$ cat src/rtl/controle_horner_pkg.sv
// Shared types and encodings for the Horner-rule polynomial controller.
package controle_horner_pkg;

    // FSM states; encoding 3'd7 is unused and recovers to ST_IDLE.
    typedef enum logic [2:0] {
        ST_IDLE  = 3'd0,
        ST_LOADX = 3'd1,
        ST_MUL   = 3'd2,
        ST_ADD   = 3'd3,
        ST_STORE = 3'd4,
        ST_DONE  = 3'd5,
        ST_ERR   = 3'd6
    } state_t;

    // Accumulator input mux selects.
    localparam logic [1:0] H_SEL_ZERO = 2'b00;
    localparam logic [1:0] H_SEL_COEF = 2'b01;
    localparam logic [1:0] H_SEL_ALU  = 2'b10;

    // ALU operation select.
    localparam logic ALU_ADD = 1'b0;
    localparam logic ALU_MUL = 1'b1;

endpackage

$ cat src/rtl/controle_horner_if.sv
// Host/datapath-facing signal bundle of the Horner controller.
// master: the controller; slave: the host plus the datapath (BO).
interface controle_horner_if #(
    parameter int CW = 2
);
    logic          inicio;
    logic          cancela;
    logic          ovf;
    logic          lx;
    logic          lh;
    logic          ls;
    logic [1:0]    h_sel;
    logic [CW-1:0] coef_sel;
    logic          alu_op;
    logic          pronto;
    logic          ocupado;
    logic          erro;

    modport master (
        input  inicio, cancela, ovf,
        output lx, lh, ls, h_sel, coef_sel, alu_op, pronto, ocupado, erro
    );

    modport slave (
        output inicio, cancela, ovf,
        input  lx, lh, ls, h_sel, coef_sel, alu_op, pronto, ocupado, erro
    );
endinterface

$ cat src/rtl/controle_horner_contador_coef.sv
// Loadable down-counter holding the index of the next coefficient to add.
// Saturates at zero so the index can never wrap.
module contador_coef #(
    parameter int CW = 2
) (
    input  logic          ck,
    input  logic          rst,
    input  logic          load_i,
    input  logic [CW-1:0] load_val_i,
    input  logic          dec_i,
    output logic [CW-1:0] cnt_o,
    output logic          zero_o
);

    logic [CW-1:0] cnt_q;
    logic [CW-1:0] cnt_d;

    // Next count: load wins over decrement; decrement stops at zero.
    always_comb begin
        cnt_d = cnt_q;
        if (load_i) begin
            cnt_d = load_val_i;
        end else if (dec_i && (cnt_q != {CW{1'b0}})) begin
            cnt_d = cnt_q - {{(CW-1){1'b0}}, 1'b1};
        end else begin
            cnt_d = cnt_q;
        end
    end

    // Count register, cleared by asynchronous reset.
    always_ff @(posedge ck or negedge rst) begin
        if (!rst) begin
            cnt_q <= {CW{1'b0}};
        end else begin
            cnt_q <= cnt_d;
        end
    end

    assign cnt_o  = cnt_q;
    assign zero_o = (cnt_q == {CW{1'b0}});

endmodule

$ cat src/rtl/controle_horner.sv
// Control unit sequencing the polynomial datapath through Horner's rule:
// LOADX, then DEGREE pairs of MUL/ADD, then STORE and DONE. Moore outputs only.
module controle_horner #(
    parameter int DEGREE = 3
) (
    input  logic              ck,
    input  logic              rst,
    controle_horner_if.master bus
);
    import controle_horner_pkg::*;

    localparam int CW = $clog2(DEGREE + 1);

    state_t        state_q;
    state_t        state_d;
    logic          erro_q;
    logic          erro_d;
    logic [CW-1:0] idx_s;
    logic          idx_zero_s;

    logic          lx_s;
    logic          lh_s;
    logic          ls_s;
    logic [1:0]    h_sel_s;
    logic [CW-1:0] coef_sel_s;
    logic          alu_op_s;
    logic          pronto_s;
    logic          ocupado_s;

    contador_coef #(.CW(CW)) u_idx (
        .ck         (ck),
        .rst        (rst),
        .load_i     (state_q == ST_LOADX),
        .load_val_i (CW'(DEGREE - 1)),
        .dec_i      (state_q == ST_ADD),
        .cnt_o      (idx_s),
        .zero_o     (idx_zero_s)
    );

    // Next state: normal sequencing, then overflow, then abort (highest priority).
    always_comb begin
        state_d = state_q;
        case (state_q)
            ST_IDLE:  state_d = bus.inicio ? ST_LOADX : ST_IDLE;
            ST_LOADX: state_d = ST_MUL;
            ST_MUL:   state_d = ST_ADD;
            ST_ADD:   state_d = idx_zero_s ? ST_STORE : ST_MUL;
            ST_STORE: state_d = ST_DONE;
            ST_DONE:  state_d = bus.inicio ? ST_LOADX : ST_IDLE;
            ST_ERR:   state_d = bus.inicio ? ST_LOADX : ST_ERR;
            default:  state_d = ST_IDLE;
        endcase
        if (((state_q == ST_MUL) || (state_q == ST_ADD)) && bus.ovf) begin
            state_d = ST_ERR;
        end else begin
            state_d = state_d;
        end
        if ((state_q != ST_IDLE) && bus.cancela) begin
            state_d = ST_IDLE;
        end else begin
            state_d = state_d;
        end
    end

    // Sticky error flag: set on entry to ERR, cleared when a new run starts or ERR is aborted.
    always_comb begin
        erro_d = erro_q;
        if (state_d == ST_ERR) begin
            erro_d = 1'b1;
        end else if (state_d == ST_LOADX) begin
            erro_d = 1'b0;
        end else if ((state_q == ST_ERR) && (state_d == ST_IDLE)) begin
            erro_d = 1'b0;
        end else begin
            erro_d = erro_q;
        end
    end

    // State and error registers with asynchronous reset.
    always_ff @(posedge ck or negedge rst) begin
        if (!rst) begin
            state_q <= ST_IDLE;
            erro_q  <= 1'b0;
        end else begin
            state_q <= state_d;
            erro_q  <= erro_d;
        end
    end

    // Moore output decode from the state register and coefficient index.
    always_comb begin
        lx_s       = 1'b0;
        lh_s       = 1'b0;
        ls_s       = 1'b0;
        h_sel_s    = H_SEL_ZERO;
        coef_sel_s = {CW{1'b0}};
        alu_op_s   = ALU_ADD;
        pronto_s   = 1'b0;
        ocupado_s  = 1'b0;
        case (state_q)
            ST_LOADX: begin
                lx_s       = 1'b1;
                lh_s       = 1'b1;
                h_sel_s    = H_SEL_COEF;
                coef_sel_s = CW'(DEGREE);
                ocupado_s  = 1'b1;
            end
            ST_MUL: begin
                lh_s      = 1'b1;
                h_sel_s   = H_SEL_ALU;
                alu_op_s  = ALU_MUL;
                ocupado_s = 1'b1;
            end
            ST_ADD: begin
                lh_s       = 1'b1;
                h_sel_s    = H_SEL_ALU;
                alu_op_s   = ALU_ADD;
                coef_sel_s = idx_s;
                ocupado_s  = 1'b1;
            end
            ST_STORE: begin
                ls_s      = 1'b1;
                ocupado_s = 1'b1;
            end
            ST_DONE: begin
                pronto_s = 1'b1;
            end
            default: begin
                lx_s = 1'b0;
            end
        endcase
    end

    assign bus.lx       = lx_s;
    assign bus.lh       = lh_s;
    assign bus.ls       = ls_s;
    assign bus.h_sel    = h_sel_s;
    assign bus.coef_sel = coef_sel_s;
    assign bus.alu_op   = alu_op_s;
    assign bus.pronto   = pronto_s;
    assign bus.ocupado  = ocupado_s;
    assign bus.erro     = erro_q;

endmodule

$ cat src/flat_wrapper.sv
// flat-port wrapper written by rule: the top's interface ports become plain ports
module controle_horner_flat import controle_horner_pkg::*;
#(
    parameter int DEGREE = 3
)
  (ck, rst, bus_inicio, bus_cancela, bus_ovf, bus_lx, bus_lh, bus_ls, bus_h_sel, bus_coef_sel, bus_alu_op, bus_pronto, bus_ocupado, bus_erro);
  controle_horner_if #(.CW(2)) bus_i ();
  input  logic ck;
  input  logic rst;
  input wire logic [$bits(bus_i.inicio)-1:0] bus_inicio;
  input wire logic [$bits(bus_i.cancela)-1:0] bus_cancela;
  input wire logic [$bits(bus_i.ovf)-1:0] bus_ovf;
  output wire logic [$bits(bus_i.lx)-1:0] bus_lx;
  output wire logic [$bits(bus_i.lh)-1:0] bus_lh;
  output wire logic [$bits(bus_i.ls)-1:0] bus_ls;
  output wire logic [$bits(bus_i.h_sel)-1:0] bus_h_sel;
  output wire logic [$bits(bus_i.coef_sel)-1:0] bus_coef_sel;
  output wire logic [$bits(bus_i.alu_op)-1:0] bus_alu_op;
  output wire logic [$bits(bus_i.pronto)-1:0] bus_pronto;
  output wire logic [$bits(bus_i.ocupado)-1:0] bus_ocupado;
  output wire logic [$bits(bus_i.erro)-1:0] bus_erro;
  assign bus_i.inicio = bus_inicio;
  assign bus_i.cancela = bus_cancela;
  assign bus_i.ovf = bus_ovf;
  assign bus_lx = bus_i.lx;
  assign bus_lh = bus_i.lh;
  assign bus_ls = bus_i.ls;
  assign bus_h_sel = bus_i.h_sel;
  assign bus_coef_sel = bus_i.coef_sel;
  assign bus_alu_op = bus_i.alu_op;
  assign bus_pronto = bus_i.pronto;
  assign bus_ocupado = bus_i.ocupado;
  assign bus_erro = bus_i.erro;
  controle_horner #(.DEGREE(DEGREE)) u_core (.ck(ck), .rst(rst), .bus(bus_i));
endmodule
$ cat config.mk
export PLATFORM = sky130hd
export DESIGN_NAME = controle_horner_flat
export DESIGN_NICKNAME = d
export VERILOG_FILES = /design/src/rtl/controle_horner_pkg.sv /design/src/rtl/controle_horner_if.sv /design/src/rtl/controle_horner_contador_coef.sv /design/src/rtl/controle_horner.sv /design/src/flat_wrapper.sv
export SDC_FILE = /design/constraint.sdc
export NUM_CORES = 1
export LEC_CHECK = 0
export ABC_AREA = 1
export CAP_MARGIN = 15
export CORE_AREA = 3 3 40 42
export CTS_BUF_LIST = sky130_fd_sc_hd__clkbuf_4 sky130_fd_sc_hd__clkbuf_8
export CTS_CLUSTER_DIAMETER = 50
export DETAILED_ROUTE_END_ITERATION = 10
export DIE_AREA = 0 0 43 45
export GPL_TIMING_DRIVEN = 1
export PLACE_DENSITY_LB_ADDON = 0.05
export SYNTH_ARGS = -nofsm -noshare
export SYNTH_HDL_FRONTEND = slang
export SYNTH_SLANG_ARGS = --single-unit
$ cat constraint.sdc
create_clock -name ck -period 2 [get_ports ck]
set_input_delay 0.6 -clock ck [delete_from_list [all_inputs] [get_ports ck]]
set_output_delay 0.6 -clock ck [all_outputs]
set_load 0.05 [all_outputs]
After elaboration in Yosys (flattened, before gate mapping) --
Cells that the tools add are included.
Operators by class: reduce and logical (&&, ||, !) cells 16, mux-type cells 19, equal/unequal tests 8, add/sub/neg operators 1
Operator list (count):
- 3-bit one-hot mux with 6 select lines | 1
- 3-bit == test, second input constant | 4
- 3-bit two-way mux | 4
- 1-bit two-way mux | 10
- 2-bit one-hot mux with 2 select lines | 2
- 3-bit by 1-bit == test with 1-bit output, second input constant | 2
- 3-bit by 2-bit == test with 1-bit output, second input constant | 2
- 3-bit zero test | 2
- 3-bit nonzero test | 2
- 1-bit logical AND | 4
- 2-bit two-way mux | 2
- 2-bit nonzero test | 2
- 2-bit OR reduction | 2
- 4-bit OR reduction | 1
- 3-bit OR reduction | 1
- 2-bit zero test | 1
- 2-bit by 1-bit subtractor with 2-bit output, second input constant | 1
- 1-bit logical OR | 1
Storage, ports and cells: flip-flop bits (word level) 6, output and inout port bits 11

Logic depth before layout (Yosys ltp) --
Gate-level depths: netlist of run 1.
depth after elaboration 10, depth in mapped cells 11, mapped depth without buffers 11

Modules after synthesis --
From an unflattened synthesis of run 1, not the netlist that was laid out.
Unflattened totals: cell total of the unflattened synthesis 82, area total of the unflattened synthesis 489.2 um^2
By module, submodules not included:
- controle_horner | times used 1, area each 361.6 um^2, sequential area each 100.1 um^2, cells an instance 63
- contador_coef | times used 1, area each 127.6 um^2, sequential area each 50.0 um^2, cells an instance 19

Worst setup path before layout of run 1 --
OpenSTA, ideal clock, no wires.
kind register to output, from reg u_core.state_q[2], to out bus_coef_sel[0], path slack -0.084 ns, stages on the path, launching flop included 5, arrival time 1.484 ns, cells stage by stage dfrtp_1 -> buf_12 -> inv_2 -> nand2_1 -> a21oi_1
Between the ends: cells in the longest elaborated chain, start to end 2, elaborated cells on any way between the ends 3, those cells by class eq/ne: 2; mux: 1
Ends and longest elaborated chain:
- start: declaration | line controle_horner.sv:14 | state_t state_q;
- start signal: assignment | line controle_horner.sv:85 | state_q <= state_d;
- 3-bit by 2-bit == test with 1-bit output or 3-bit by 1-bit == test with 1-bit output (tied branches) | line controle_horner.sv:100 | case (state_q)
- 2-bit one-hot mux with 2 select lines * | line controle_horner.sv:100
- end: declaration | line flat_wrapper.sv:17 | output wire logic [$bits(bus_i.coef_sel)-1:0] bus_coef_sel;
Every way passes the cells marked *; elsewhere a longest branch is shown, timed or not.

Worst setup path in the final report of run 1 --
from reg u_core.state_q[0], to out bus_lx
Between the ends: cells in the longest elaborated chain, start to end 2
Ends and longest elaborated chain:
- 3-bit by 1-bit == test with 1-bit output | line controle_horner.sv:100
- 1-bit two-way mux | line controle_horner.sv:100
- end: declaration | line flat_wrapper.sv:13 | output wire logic [$bits(bus_i.lx)-1:0] bus_lx;
Every way passes these cells.

==> results of run 1 <==
-- metal layers --
| layer | global-route usage (%) | share of wire, % |
|---|---|---|
| met3 | 2.39 | 6.2 |
| met5 | 0 | 0 |
| met4 | 3.61 | 0 |
| met1 | 12.3 | 42 |
| met2 | 22.5 | 51 |
-- registers in the layout, summed over array words and instances (netlist names) --
register            flops
u_core.bus.erro         1
u_core.state_q          3
u_core.u_idx.cnt_o      2
-- cells in the mapped netlist --
master / instances
nand2_1: 14
inv_1: 10
nand3_1: 10
nand2_2: 7
dfrtp_1: 6
nor2_1: 6
a21oi_1: 3
inv_2: 2
nand3_2: 2
nor2_2: 2
a21oi_2: 1
buf_12: 1
buf_6: 1
ha_1: 1
nand3_4: 1
nand4_1: 1
o21ai_0: 1
o21ai_4: 1
-- metrics by stage --
stage / std cells / setup TNS, ns / setup WS [ns]
CTS: 102 / 0 / 0.0142
finish: 102 / 0 / 0.0822
floorplan: 70 / -0.192 / -0.0836
global placement: 99 / 0 / 0.211
detailed placement: 99 / 0 / 0.207
global route: 102 / -0.00497 / -0.00286
-- kinds of logic after synthesis --
| logic type | synth area share, % |
|---|---|
| simple gates | 44.2 |
| buf+inv | 15.0 |
| compound gates | 8.84 |
| flops | 29.5 |
| fa+ha+maj | 2.46 |
-- layout make-up --
| cell class | instances | area, um2 |
|---|---|---|
| multi-input cells | 50 | 283 |
| flip-flops and latches | 6 | 151 |
| repair buffers | 16 | 255 |
| fillers | 117 | 509 |
| well taps | 15 | 18.8 |
| inverters | 12 | 45.0 |
| clock buffers | 3 | 22.5 |
-- how the worst max path moves through the flow --
stage / end / startpoint / depth (start not counted)
finish: bus_lx / u_core.state_q[0]$_DFF_PN0_ / 3
global route: bus_lx / u_core.state_q[2]$_DFF_PN0_ / 4
CTS: bus_ocupado / u_core.state_q[1]$_DFF_PN0_ / 4
detailed placement: u_core.bus.erro$_DFFE_PN0P_ / bus_inicio / 10
global placement: u_core.bus.erro$_DFFE_PN0P_ / bus_inicio / 10
floorplan: bus_coef_sel[0] / u_core.state_q[2]$_DFF_PN0_ / 4
-- worst min-delay path, delay by kind of cell (launching register included) --
kind	cells	cell delay [ns]
flops	1	0.36
simple gates	2	0.12
==> out/results.tsv, run 1 <==
metric	value	unit
numPortBuffers	15	
finClkSkew	0.00328	ns
relSlewSlack	79.0	%
dr_total_vias	477	
crit_type	reg2out	
fmax	521	MHz
crit_buf_inv	1	
hold-path-cell-count	2	
synth.avg_cell_area	7.27	um2
track_usage	11.5	%
initial_utilization	39.6	%
postSynthCellCount	70	
postCtsResizedCells	0	
tightest_slew	0.313	ns
worstPathMaxFanout	6	
required	1.40	ns
crit_arrival	1.32	ns
final_common_cell	nand2_1	
final_core_util	60.4	%
grt_pass1_vias	420	
cpPeakStageDelay	0.45	ns
grt_max_degree	12	
detail_route.wl_per_cell	10.1	um
rr_startpoint	u_core.state_q[1]$_DFF_PN0_	
rsz0062_at_grt	true	
synth_nets	76	
synth_area_leader_cell	dfrtp_1	
place_congestion	0.752	
ios	16	
antenna_found_initial	0	
core	0.00128	mm2
fp.dieW	43	um
r2r_end	u_core.bus.erro$_DFFE_PN0P_	
layout-drive-gt1-share	36.8	%
root_buffer	clkbuf_4	
placed_area	752	um2
grt_pass1_wl	1680	um
cts_setup_buffers	0	
finalSetupViolCount	0	
clk_latency	0.23	ns
fp-row-count	13	
hold-worst-slack	0.516	ns
hold_class	reg2reg	
clockBufferDepth	2	
drt_wl_total	1030	um
synth_warnings	0	
drt_first_iter_violations	6	
finalMaxSlewViolations	0	
dpl.hpwl	903	um
cts_sinks	6	
yosysSeqAreaShare	29.5	%
numCtsBuffers	3	
fin_crit_sh	95.9	%
h-tree-depth	1	
hold_violations	0	
postRouteAntennaNets	0	
viasPerCell	4.68	
slowest_stage	dfrtp_1	
r2r_slack	0.68	ns
drv_cap	0	
synthToLayoutAreaGrowth	52.3	%
synth_area_leaders	dfrtp_1, nand2_1, nand3_1	
fin_crit	1.92	ns
min_to	u_core.bus.erro$_DFFE_PN0P_	
yosys_register_bits	6	
synth.distinct_cells	18	
die_area	0.00194	mm2
num_antenna_cells	0	
design_area	776	um2
synth_area	509	um2
worstRegToRegCells	9	
layout_common_cells	nand2_1, inv_1, nand3_1, buf_12, nand2_2	
path_cells	nand2_1, nor2_1, buf_12	
path_clk_slew	0.04	ns
endpoint_kind	primary output	
crit_path_start_kind	register	
first_pass_iters	4	
critPathTopFamily	flip-flops	
nets	95	
cts_tree	done	
synth_top_area_share	29.5	%
die_y	45	um
outcome	finished, final reports clean	
drc	0	
hold_buffers	0	
overflow	0	
min-delay-start	u_core.bus.erro$_DFFE_PN0P_	
Power of run 1 is not shown: default switching activity piles up to over one toggle a cycle in this logic, so the estimate is an artifact.
==> inputs of run 2 (changes only) <==
--- a/config.mk
+++ b/config.mk
@@ -8,7 +8,6 @@
 export ABC_AREA = 1
 export CAP_MARGIN = 15
 export CORE_AREA = 3 3 40 42
-export CTS_BUF_LIST = sky130_fd_sc_hd__clkbuf_4 sky130_fd_sc_hd__clkbuf_8
 export CTS_CLUSTER_DIAMETER = 50
 export DETAILED_ROUTE_END_ITERATION = 10
 export DIE_AREA = 0 0 43 45
==> results of run 2 <==
Same layout as run 1: the final DEF is identical, and so are final timing and power.
Power of run 2 is left out for the same reason.
==> inputs of run 3 (changes only) <==
--- a/config.mk
+++ b/config.mk
@@ -6,6 +6,7 @@
 export NUM_CORES = 1
 export LEC_CHECK = 0
 export ABC_AREA = 1
+export ABC_CLOCK_PERIOD_IN_PS = 2000
 export CAP_MARGIN = 15
 export CORE_AREA = 3 3 40 42
 export CTS_CLUSTER_DIAMETER = 50
==> results of run 3 <==
Same layout as run 1: the final DEF is identical, and so are final timing and power.
Power of run 3 is left out for the same reason.
